**src/rtl/mips_defs_pkg.sv**
```systemverilog
// Shared MIPS definitions: opcode field values, the NOP word and the fetch-unit FSM encoding.
package mips_defs;

    localparam logic [5:0] OP_RTYPE = 6'h00;
    localparam logic [5:0] OP_J     = 6'h02;
    localparam logic [5:0] OP_BEQ   = 6'h04;
    localparam logic [5:0] OP_ADDI  = 6'h08;
    localparam logic [5:0] OP_ADDIU = 6'h09;
    localparam logic [5:0] OP_SLTI  = 6'h0A;
    localparam logic [5:0] OP_SLTIU = 6'h0B;
    localparam logic [5:0] OP_ANDI  = 6'h0C;
    localparam logic [5:0] OP_ORI   = 6'h0D;
    localparam logic [5:0] OP_XORI  = 6'h0E;
    localparam logic [5:0] OP_LUI   = 6'h0F;
    localparam logic [5:0] OP_LW    = 6'h23;
    localparam logic [5:0] OP_SW    = 6'h2B;

    localparam logic [31:0] NOP_WORD = 32'h0000_0000;

    typedef enum logic {
        RUN   = 1'b0,
        FLUSH = 1'b1
    } ifu_state_e;

    function automatic logic [31:0] pc_inc(input logic [31:0] pc);
        return pc + 32'd4;
    endfunction

endpackage

```
**src/rtl/ifu_fifo.sv**
```systemverilog
// Instruction word buffer for the fetch unit: DEPTH x 32, push/pop/flush, head shown as NOP when empty.
module ifu_fifo
    import mips_defs::*;
#(
    parameter int  DEPTH = 2,
    localparam int PW    = (DEPTH > 1) ? $clog2(DEPTH) : 1,
    localparam int CW    = $clog2(DEPTH + 1)
) (
    input  logic          clk,
    input  logic          rst_n,
    input  logic          push,
    input  logic [31:0]   wdata,
    input  logic          pop,
    input  logic          flush,
    output logic [31:0]   rdata,
    output logic [CW-1:0] count,
    output logic          empty
);

    logic [31:0]   mem_q [DEPTH];
    logic [31:0]   mem_d [DEPTH];
    logic [PW-1:0] wr_ptr_q, wr_ptr_d;
    logic [PW-1:0] rd_ptr_q, rd_ptr_d;
    logic [CW-1:0] count_q, count_d;
    logic          full;
    logic          do_push;
    logic          do_pop;

    function automatic logic [PW-1:0] ptr_inc(input logic [PW-1:0] p);
        return (p == PW'(DEPTH - 1)) ? '0 : p + PW'(1);
    endfunction

    assign empty   = (count_q == '0);
    assign full    = (count_q == CW'(DEPTH));
    assign do_pop  = pop & ~empty;
    assign do_push = push & (~full | do_pop);
    assign count   = count_q;
    assign rdata   = empty ? NOP_WORD : mem_q[rd_ptr_q];

    always_comb begin
        // NOTE: every output of this block gets a default first, so no path leaves one unassigned (no latch).
        mem_d    = mem_q;
        wr_ptr_d = wr_ptr_q;
        rd_ptr_d = rd_ptr_q;
        count_d  = count_q;
        if (flush) begin
            wr_ptr_d = '0;
            rd_ptr_d = '0;
            count_d  = '0;
        end else begin
            if (do_push) begin
                mem_d[wr_ptr_q] = wdata;
                wr_ptr_d        = ptr_inc(wr_ptr_q);
            end
            if (do_pop) begin
                rd_ptr_d = ptr_inc(rd_ptr_q);
            end
            count_d = count_q + CW'(do_push) - CW'(do_pop);
        end
    end

    // NOTE: storage is not reset; count/empty qualify it, and rdata reads as NOP while empty.
    always_ff @(posedge clk) begin
        mem_q <= mem_d;
    end

    always_ff @(posedge clk or negedge rst_n) begin
        // NOTE: state registers use non-blocking assignment so every flop samples pre-edge values.
        if (!rst_n) begin
            wr_ptr_q <= '0;
            rd_ptr_q <= '0;
            count_q  <= '0;
        end else begin
            wr_ptr_q <= wr_ptr_d;
            rd_ptr_q <= rd_ptr_d;
            count_q  <= count_d;
        end
    end

endmodule

```
**src/rtl/instruction_fetch_unit.sv**
```systemverilog
// MIPS fetch front end: credit-limited in-order imem requests, word FIFO, decode handshake, redirect/flush.
module instruction_fetch_unit
    import mips_defs::*;
#(
    parameter logic [31:0] RESET_PC = 32'h0000_0000,
    parameter int          DEPTH    = 2
) (
    input  logic        CLK,
    input  logic        Reset_L,
    output logic        imem_req_valid,
    input  logic        imem_req_ready,
    output logic [31:0] imem_req_addr,
    input  logic        imem_rsp_valid,
    input  logic [31:0] imem_rsp_data,
    input  logic        redirect_valid,
    input  logic [31:0] redirect_pc,
    output logic        if_valid,
    input  logic        if_ready,
    output logic [31:0] if_instr,
    output logic [5:0]  if_opcode,
    output logic [31:0] if_pc,
    output logic [31:0] if_pc_plus4
);

    localparam int          CW      = $clog2(DEPTH + 1);
    localparam logic [CW:0] CREDITS = (CW + 1)'(DEPTH);

    ifu_state_e    state_q, state_d;
    logic [31:0]   fetch_pc_q, fetch_pc_d;
    logic [31:0]   deliver_pc_q, deliver_pc_d;
    logic [CW-1:0] outstanding_q, outstanding_d;
    logic [CW-1:0] drop_cnt_q, drop_cnt_d;
    logic          fetch_en_q;

    logic [CW-1:0] fifo_count;
    logic          fifo_empty;
    logic          fifo_push;
    logic          fifo_pop;
    logic [31:0]   fifo_rdata;
    logic [CW:0]   credits_used;
    logic          req_fire;

    // Only registered terms (plus redirect) reach the request valid; fetch_en_q keeps it low in reset.
    assign credits_used   = {1'b0, outstanding_q} + {1'b0, fifo_count};
    assign imem_req_valid = fetch_en_q && (state_q == RUN) && !redirect_valid && (credits_used < CREDITS);
    assign imem_req_addr  = fetch_pc_q;
    assign req_fire       = imem_req_valid & imem_req_ready;

    assign if_valid    = ~fifo_empty & ~redirect_valid;
    assign fifo_pop    = if_valid & if_ready;
    assign fifo_push   = imem_rsp_valid & (state_q == RUN) & ~redirect_valid;
    assign if_instr    = fifo_rdata;
    assign if_opcode   = fifo_rdata[31:26];
    assign if_pc       = deliver_pc_q;
    assign if_pc_plus4 = pc_inc(deliver_pc_q);

    ifu_fifo #(.DEPTH(DEPTH)) u_fifo (
        .clk   (CLK),
        .rst_n (Reset_L),
        .push  (fifo_push),
        .wdata (imem_rsp_data),
        .pop   (fifo_pop),
        .flush (redirect_valid),
        .rdata (fifo_rdata),
        .count (fifo_count),
        .empty (fifo_empty)
    );

    always_comb begin
        fetch_pc_d    = fetch_pc_q;
        deliver_pc_d  = deliver_pc_q;
        drop_cnt_d    = drop_cnt_q;
        outstanding_d = outstanding_q + CW'(req_fire) - CW'(imem_rsp_valid);
        if (redirect_valid) begin
            fetch_pc_d   = redirect_pc & ~32'h3;
            deliver_pc_d = redirect_pc & ~32'h3;
            // Everything still in flight is wrong-path; a response this cycle is already discarded.
            drop_cnt_d   = outstanding_q - CW'(imem_rsp_valid);
        end else begin
            if (req_fire) fetch_pc_d = pc_inc(fetch_pc_q);
            if (fifo_pop) deliver_pc_d = pc_inc(deliver_pc_q);
            if (state_q == FLUSH && imem_rsp_valid) drop_cnt_d = drop_cnt_q - CW'(1);
        end
        state_d = (drop_cnt_d != '0) ? FLUSH : RUN;
    end

    always_ff @(posedge CLK or negedge Reset_L) begin
        if (!Reset_L) begin
            state_q       <= RUN;
            fetch_pc_q    <= RESET_PC;
            deliver_pc_q  <= RESET_PC;
            outstanding_q <= '0;
            drop_cnt_q    <= '0;
            fetch_en_q    <= 1'b0;
        end else begin
            state_q       <= state_d;
            fetch_pc_q    <= fetch_pc_d;
            deliver_pc_q  <= deliver_pc_d;
            outstanding_q <= outstanding_d;
            drop_cnt_q    <= drop_cnt_d;
            fetch_en_q    <= 1'b1;
        end
    end

endmodule
```
**config.mk**
```make
export PLATFORM = sky130hd
export DESIGN_NAME = instruction_fetch_unit
export DESIGN_NICKNAME = d
export VERILOG_FILES = /design/src/rtl/mips_defs_pkg.sv /design/src/rtl/ifu_fifo.sv /design/src/rtl/instruction_fetch_unit.sv
export SDC_FILE = /design/constraint.sdc
export NUM_CORES = 1
export LEC_CHECK = 0
export ABC_AREA = 1
export BUFFER_PORTS_ARGS = -buffer_cell sky130_fd_sc_hd__buf_2
export CAP_MARGIN = 10
export CORE_AREA = 2 2 119 149
export CTS_BUF_LIST = sky130_fd_sc_hd__clkbuf_4
export CTS_CLUSTER_DIAMETER = 30
export CTS_CLUSTER_SIZE = 40
export DETAILED_ROUTE_END_ITERATION = 16
export DIE_AREA = 0 0 121 151
export GPL_ROUTABILITY_DRIVEN = 0
export PLACE_DENSITY_LB_ADDON = 0.08
export SLEW_MARGIN = 20
export SYNTH_ARGS = -nofsm -noshare
export SYNTH_HDL_FRONTEND = slang
export SYNTH_SLANG_ARGS = --single-unit
```
**constraint.sdc**
```tcl
create_clock -name CLK -period 3.8 [get_ports CLK]
set_input_delay 0.76 -clock CLK [delete_from_list [all_inputs] [get_ports CLK]]
set_output_delay 0.76 -clock CLK [all_outputs]
set_load 0.05 [all_outputs]
```
# [Word level (Yosys, flattened, before mapping)]
# Index checks and enable logic that the tools add are counted.
[word_totals] register_bits=138 latch_bits=0 mem_bits_rw=0 mem_bits_ro=0 in_bits=70 output_inout_bits=136 word_cells=75 n_memories=0
[classes] addsub=11 n_mul=0 div=0 magnitude_cmp=4 n_eq_ne=1 shifts=0 n_mux=21 n_bitwise=14 reduce_logical=13
[op_table] operator="$mux 32" count=9
[op_table] operator="$add 32x3->32 const B" count=2
[op_table] operator="$bwmux 64" count=1
[op_table] operator="$demux 32 s1" count=1
[op_table] operator="$reduce_bool 2->1" count=5
[op_table] operator="$and 1x1->1" count=7
[op_table] operator="$mux 1" count=7
[op_table] operator="$mux 2" count=3
[op_table] operator="$sub 2x1->2" count=3
[op_table] operator="$logic_and 1x1->1" count=5
[op_table] operator="$add 2x1->2" count=2
[op_table] operator="$ge 2x2->1 const B" count=2
[op_table] operator="$not 1->1" count=4
[op_table] operator="$not 1->2" count=2
[op_table] operator="$add 2x2->3" count=1
[op_table] operator="$lt 3x2->1 const B" count=1
[op_table] operator="$add 1x1->1 const B" count=2
[op_table] operator="$eq 2x2->1 const B" count=1
[op_table] operator="$logic_not 2->1" count=1
[op_table] operator="$lt 2x1->1 const B" count=1
[op_table] operator="$reduce_and 2->1" count=1
[op_table] operator="$sub 2x1->2 const B" count=1
[op_table] operator="$logic_not 1->1" count=1
[op_table] operator="$or 1x1->1" count=1

# [Longest topological paths before layout]
[depth] word_depth=10 ltp_mapped=12 mapped_depth_nobuf=11

# [By module]
# A second synthesis with hierarchy kept.
[unflattened] hier_cells=879 area_unflattened_um2=7454.6
[modules_own_cells] module="instruction_fetch_unit" n_inst=1 cells_each=672 area_each_um2=4700.8 seq_area_each_um2=1651.6
[modules_own_cells] module="ifu_fifo" n_inst=1 cells_each=207 area_each_um2=2753.9 seq_area_each_um2=2021.9

# [Worst setup path before layout]
# OpenSTA, ideal clock, no wires.
[synth_timing] path_kind="input port to flip-flop" from="input redirect_valid" to="register u_fifo.mem_q[0] in the netlist's numbering, enable pin" setup_time_ns=0.421 arrival_time_ns=2.932 required_time_ns=3.379 slack_ns=0.447 cell_stages=6 n_path_buf=1 cell_sequence="buf_6 nor2_4 nand2_2 nand3_1 nand3_1 nor2_1"
[synth_via] elab_chain_len=7 word_cells_on_any_way=8 cone_classes="bitwise: 7; reduce/logical: 1"
[synth_rtl] item="start, declared" line_no="instruction_fetch_unit.sv:15" rtl="input logic redirect_valid,"
[synth_rtl] item="$not 1->1 (no source line)"
[synth_rtl] item="$and 1x1->1" line_no="instruction_fetch_unit.sv:49" rtl="assign if_valid = ~fifo_empty & ~redirect_valid;"
[synth_rtl] item="named net if_valid" line_no="instruction_fetch_unit.sv:17" rtl="output logic if_valid,"
[synth_rtl] item="$and 1x1->1" line_no="instruction_fetch_unit.sv:50" rtl="assign fifo_pop = if_valid & if_ready;"
[synth_rtl] item="$and 1x1->1" line_no="ifu_fifo.sv:35" rtl="assign do_pop = pop & ~empty;"
[synth_rtl] item="$or 1x1->1" line_no="ifu_fifo.sv:36" rtl="assign do_push = push & (~full | do_pop);"
[synth_rtl] item="$and 1x1->1" line_no="ifu_fifo.sv:36"
[synth_rtl] item="$reduce_and 2->1 (no source line)"
[synth_rtl] item="end signal, assigned" line_no="ifu_fifo.sv:64" rtl="mem_q <= mem_d;"
[synth_rtl] item="end, declared" line_no="ifu_fifo.sv:20" rtl="logic [31:0] mem_q [DEPTH];"
# The timed path passes the listed nets, and every way through them passes these cells.
# A chain may end at the register's enable or synchronous reset.

# [Worst setup path in the final report]
[layout_timing] from="register deliver_pc_q[2] (netlist: if_pc[2])" to="output if_pc_plus4[12]"
[layout_via] elab_chain_len=1
[layout_rtl] item="start, declared" line_no="instruction_fetch_unit.sv:30" rtl="logic [31:0] deliver_pc_q, deliver_pc_d;"
[layout_rtl] item="start signal, assigned" line_no="instruction_fetch_unit.sv:98" rtl="deliver_pc_q <= deliver_pc_d;"
[layout_rtl] item="$add 32x3->32" line_no="mips_defs_pkg.sv:26" rtl="return pc + 32'd4;"
[layout_rtl] item="end, declared" line_no="instruction_fetch_unit.sv:22" rtl="output logic [31:0] if_pc_plus4"
# No other way between the ends.

==> metrics.txt <==
# TYPE chip_impl_metric gauge
chip_impl_info{name="result_of_the_run",value="finished clean"} 1
chip_impl_metric{name="maxClockFrequency",unit="MHz"} 312
chip_impl_metric{name="cts-buffers-inserted",unit=""} 17
chip_impl_metric{name="place_worst_setup_slack",unit="ns"} 1.11
chip_impl_metric{name="hold_fails_final_rpt",unit=""} 0
chip_impl_info{name="ctsRootBufferMaster",value="clkbuf_4"} 1
chip_impl_metric{name="grt_overflow_total",unit=""} 0
chip_impl_metric{name="worstPathArrival",unit="ns"} 2.44
chip_impl_metric{name="power_leakage",unit="uW"} 0.00423
chip_impl_metric{name="fp.dieArea",unit="sq um"} 18300
chip_impl_info{name="critical_path.endpoint_type",value="output port"} 1
chip_impl_metric{name="synth.avg_cell_area",unit="sq um"} 8.27
chip_impl_metric{name="grt_max_degree",unit=""} 71
chip_impl_metric{name="totalWireLength",unit="um"} 21100
chip_impl_metric{name="finalCritPeriodShare",unit="%"} 84.3
chip_impl_metric{name="detail_route.drc_violations",unit=""} 0
chip_impl_metric{name="seq_area_frac_synth",unit="%"} 49.3
chip_impl_metric{name="tritoncts_num_sinks",unit=""} 134
chip_impl_metric{name="synth.distinct_cells",unit=""} 42
chip_impl_metric{name="synth.ff_latch_count",unit=""} 134
chip_impl_metric{name="post-route-worst-setup-slack",unit="ns"} 0.598
chip_impl_metric{name="hpwl",unit="um"} 15500
chip_impl_metric{name="synth-edff-count",unit=""} 64
chip_impl_metric{name="die_h",unit="um"} 151
chip_impl_metric{name="routed_via_density",unit=""} 5.00
chip_impl_metric{name="synth_top_area_share",unit="%"} 25.8
chip_impl_metric{name="start_util",unit="%"} 44.4
chip_impl_info{name="startpoint",value="if_pc[2]$_DFFE_PN0N_"} 1
chip_impl_info{name="yosys.area.top_type",value="edfxtp_1"} 1
chip_impl_info{name="rsz0062_at_grt",value="false"} 1
chip_impl_metric{name="instances_no_fill",unit=""} 1323
chip_impl_metric{name="synth_warnings",unit=""} 0
chip_impl_metric{name="grt_pass1_wl",unit="um"} 31900
chip_impl_metric{name="final_cell_area",unit="sq um"} 8860
chip_impl_info{name="synth.top_cells.by_area",value="edfxtp_1 26%, dfrtp_1 24%, nand2_1 14%, inv_1 4.6%, nand3_1 4.4%"} 1
chip_impl_metric{name="cts.htree.levels",unit=""} 4
chip_impl_metric{name="placed_area",unit="sq um"} 8540
chip_impl_info{name="most_common_flop_cell_mapped_by_yosys",value="dfrtp_1"} 1
chip_impl_metric{name="synth.cell_area",unit="sq um"} 7450
chip_impl_metric{name="count_of_buffers_from_port_buffering",unit=""} 197
chip_impl_metric{name="finish.net_count",unit=""} 1166
chip_impl_info{name="netlist_top_cells_count",value="270 x nand2_1, 91 x inv_1, 77 x nor2_1"} 1
chip_impl_metric{name="boundaryPins",unit=""} 206
chip_impl_info{name="timing.critical_path.from_type",value="flip-flop"} 1
chip_impl_metric{name="finalSetupViolCount",unit=""} 0
chip_impl_info{name="r2r_start",value="u_fifo.count[0]$_DFF_PN0_"} 1
chip_impl_metric{name="final.setup_skew",unit="ns"} 0.0199
chip_impl_metric{name="drt.antenna.violating_nets",unit=""} 0
chip_impl_metric{name="die_width",unit="um"} 121
chip_impl_metric{name="synthCells",unit=""} 900
chip_impl_metric{name="grt_use_total",unit="%"} 23.2
chip_impl_metric{name="post_route_cells_drive_above_1_share",unit="%"} 26.2
chip_impl_metric{name="layout-area-overhead-vs-synth",unit="%"} 19.0
chip_impl_metric{name="drt_first_pass_iters",unit=""} 5
chip_impl_metric{name="critPathMaxFanout",unit=""} 6
chip_impl_metric{name="rows",unit=""} 53
chip_impl_info{name="post-synth-top-count-cell",value="nand2_1"} 1
chip_impl_metric{name="clk_pin_slew_worst_paths",unit="ns"} 0.13
chip_impl_metric{name="worst_skew_pair.late_latency",unit="ns"} 0.54
chip_impl_metric{name="fin_crit",unit="ns"} 3.20
chip_impl_metric{name="ctsResizeCount",unit=""} 0
chip_impl_metric{name="drtIter0Drc",unit=""} 388
chip_impl_info{name="hold_path.startpoint",value="imem_rsp_data[23]"} 1
chip_impl_metric{name="fillCellCount",unit=""} 1663
chip_impl_metric{name="pwr_density_cell",unit="nW/um^2"} 531
chip_impl_metric{name="placed_cells_incl_taps",unit=""} 1289
chip_impl_metric{name="grt_antenna_before_repair",unit=""} 5
chip_impl_metric{name="required",unit="ns"} 3.04
chip_impl_metric{name="irDropWorstVdd",unit="mV"} 0.252
chip_impl_info{name="tritoncts_clock_tree",value="yes"} 1
chip_impl_metric{name="total_power",unit="uW"} 4710
chip_impl_metric{name="totalNegativeSetupSlack",unit="ns"} 0
chip_impl_metric{name="post-cts-setup-buffer-count",unit=""} 0
chip_impl_info{name="worst_hold_path_type",value="primary input to flip-flop"} 1
chip_impl_metric{name="grt_pass1_vias",unit=""} 6076
chip_impl_metric{name="dr_total_vias",unit=""} 6619
chip_impl_metric{name="synthArstFlopShare",unit="%"} 52.2
chip_impl_metric{name="transition_time_of_the_tightest_slew_check_pin",unit="ns"} 0.937
chip_impl_metric{name="clock_tree.buffer_depth",unit=""} 2
chip_impl_metric{name="drt-wirelength-per-cell",unit="um"} 15.9
chip_impl_info{name="timing.setup.critical_path_class",value="flip-flop to output port"} 1
chip_impl_metric{name="maxSlewViolCount",unit=""} 0
chip_impl_metric{name="cts_hold_buf",unit=""} 0
chip_impl_metric{name="core_area",unit="sq um"} 16800
chip_impl_metric{name="max-slew-margin-rel",unit="%"} 37.5
chip_impl_metric{name="max_cap_viol_count",unit=""} 0
==> flip-flops by register name, indices dropped and copies added (netlist names) <==
register and count:
u_fifo.rd_ptr_q 1, state_q 1, fetch_en_q 1, imem_req_addr 30
outstanding_q 2, if_pc 30, u_fifo.count 2, u_fifo.wr_ptr_q 1
u_fifo.mem_q 64, drop_cnt_q 2
==> stage by stage <==
| stage | hold WS (ns) | utilization [%] |
|---|---|---|
| 6_report | 0.391 | 52.8 |
| 5_1_grt | 0.332 | 52.8 |
| 4_1_cts | 0.345 | 52.8 |
| 3_5_place_dp | 0.537 | 50.9 |
| 3_3_place_gp | 0.518 | 50.9 |
| 2_1_floorplan | 0.464 | - |
==> report_power, final <==
part / switching [uW] / total (uW) / internal, uW / leakage, uW
Sequential: 192 / 1870 / 1680 / 0.00141
Clock: 556 / 1030 / 469 / 0.000163
Combinational: 1390 / 1810 / 416 / 0.00265
==> cells in the final DEF, fill, tap and decap left out, drive strengths merged <==
master / Yosys / final
clkinv: 2 / 9
conb: 2 / 7
dfrtp: 70 / 70
buf: 31 / 206
and2: 5 / 5
a21oi: 55 / 55
clkinvlp: 0 / 2
xnor2: 12 / 12
clkbuf: 11 / 18
o221ai: 4 / 4
nor3: 9 / 9
a21boi: 4 / 4
nand3: 66 / 66
ha: 7 / 7
xor2: 18 / 18
bufinv: 0 / 3
a31oi: 8 / 8
diode: 0 / 2
nand2: 283 / 283
fa: 1 / 1
o211ai: 7 / 7
edfxtp: 64 / 64
a22oi: 1 / 1
nor2: 98 / 98
nand3b: 3 / 3
nand4: 9 / 9
or2: 2 / 2
o21ai: 24 / 24
o21bai: 5 / 5
o21a: 3 / 3
inv: 96 / 98
==> area by class of cell <==
| class | instances | area, sq um | share of cell area, % |
|---|---|---|---|
| well taps | 220 | 275 | 3.11 |
| repair buffers | 206 | 1050 | 11.9 |
| inverters | 98 | 368 | 4.15 |
| multi-input cells | 631 | 3170 | 35.8 |
| diodes | 2 | 5.00 | 0.0565 |
| clock inverters | 14 | 176 | 1.99 |
| flip-flops and latches | 134 | 3670 | 41.5 |
| clock buffers | 18 | 135 | 1.53 |
==> logic make-up (layout without fill, tap and decap cells) <==
group	count (synthesis)	after routing	share of synthesized area, %
XOR/XNOR	30	30	4.03
AND/OR/NAND/NOR	475	475	28.2
buffers and inverters	140	336	8.37
flip-flops	134	134	49.3
other	2	9	0.101
AO/OA/AOI/OAI	111	111	8.47
adder cells (fa/ha/maj)	8	8	1.45
==> critical path, stage by stage, from the launching register on <==
cell and delay (ns):
dfrtp_1 0.46, ha_1 0.28, nand2_1 0.09, nor2_2 0.15, nand2_4 0.13, nor2_4 0.16, xor2_1 0.31, buf_2 0.33
==> path summary, 6_finish.rpt <==
kind	to	slack (ns)	depth (start not counted)
max	if_pc_plus4[12]	0.60	7
max in group asynchronous	imem_req_addr[16]$_DFFE_PN0P_	2.76	2
min	u_fifo.mem_q[55]$_DFFE_PP_	0.39	1
min reg2reg	u_fifo.wr_ptr_q$_DFFE_PN0P_	0.55	1
max reg2reg	outstanding_q[1]$_DFF_PN0_	1.11	11
min in group asynchronous	if_pc[18]$_DFFE_PN0N_	0.43	2
==> metal layers <==
layer | global-route usage [%] | routed length [um]
met2 | 39.1 | 10300
met4 | 9.24 | 550
met1 | 28.8 | 8780
met5 | 0 | 21
met3 | 5.46 | 1400
Power figures use the tool's default switching activity.
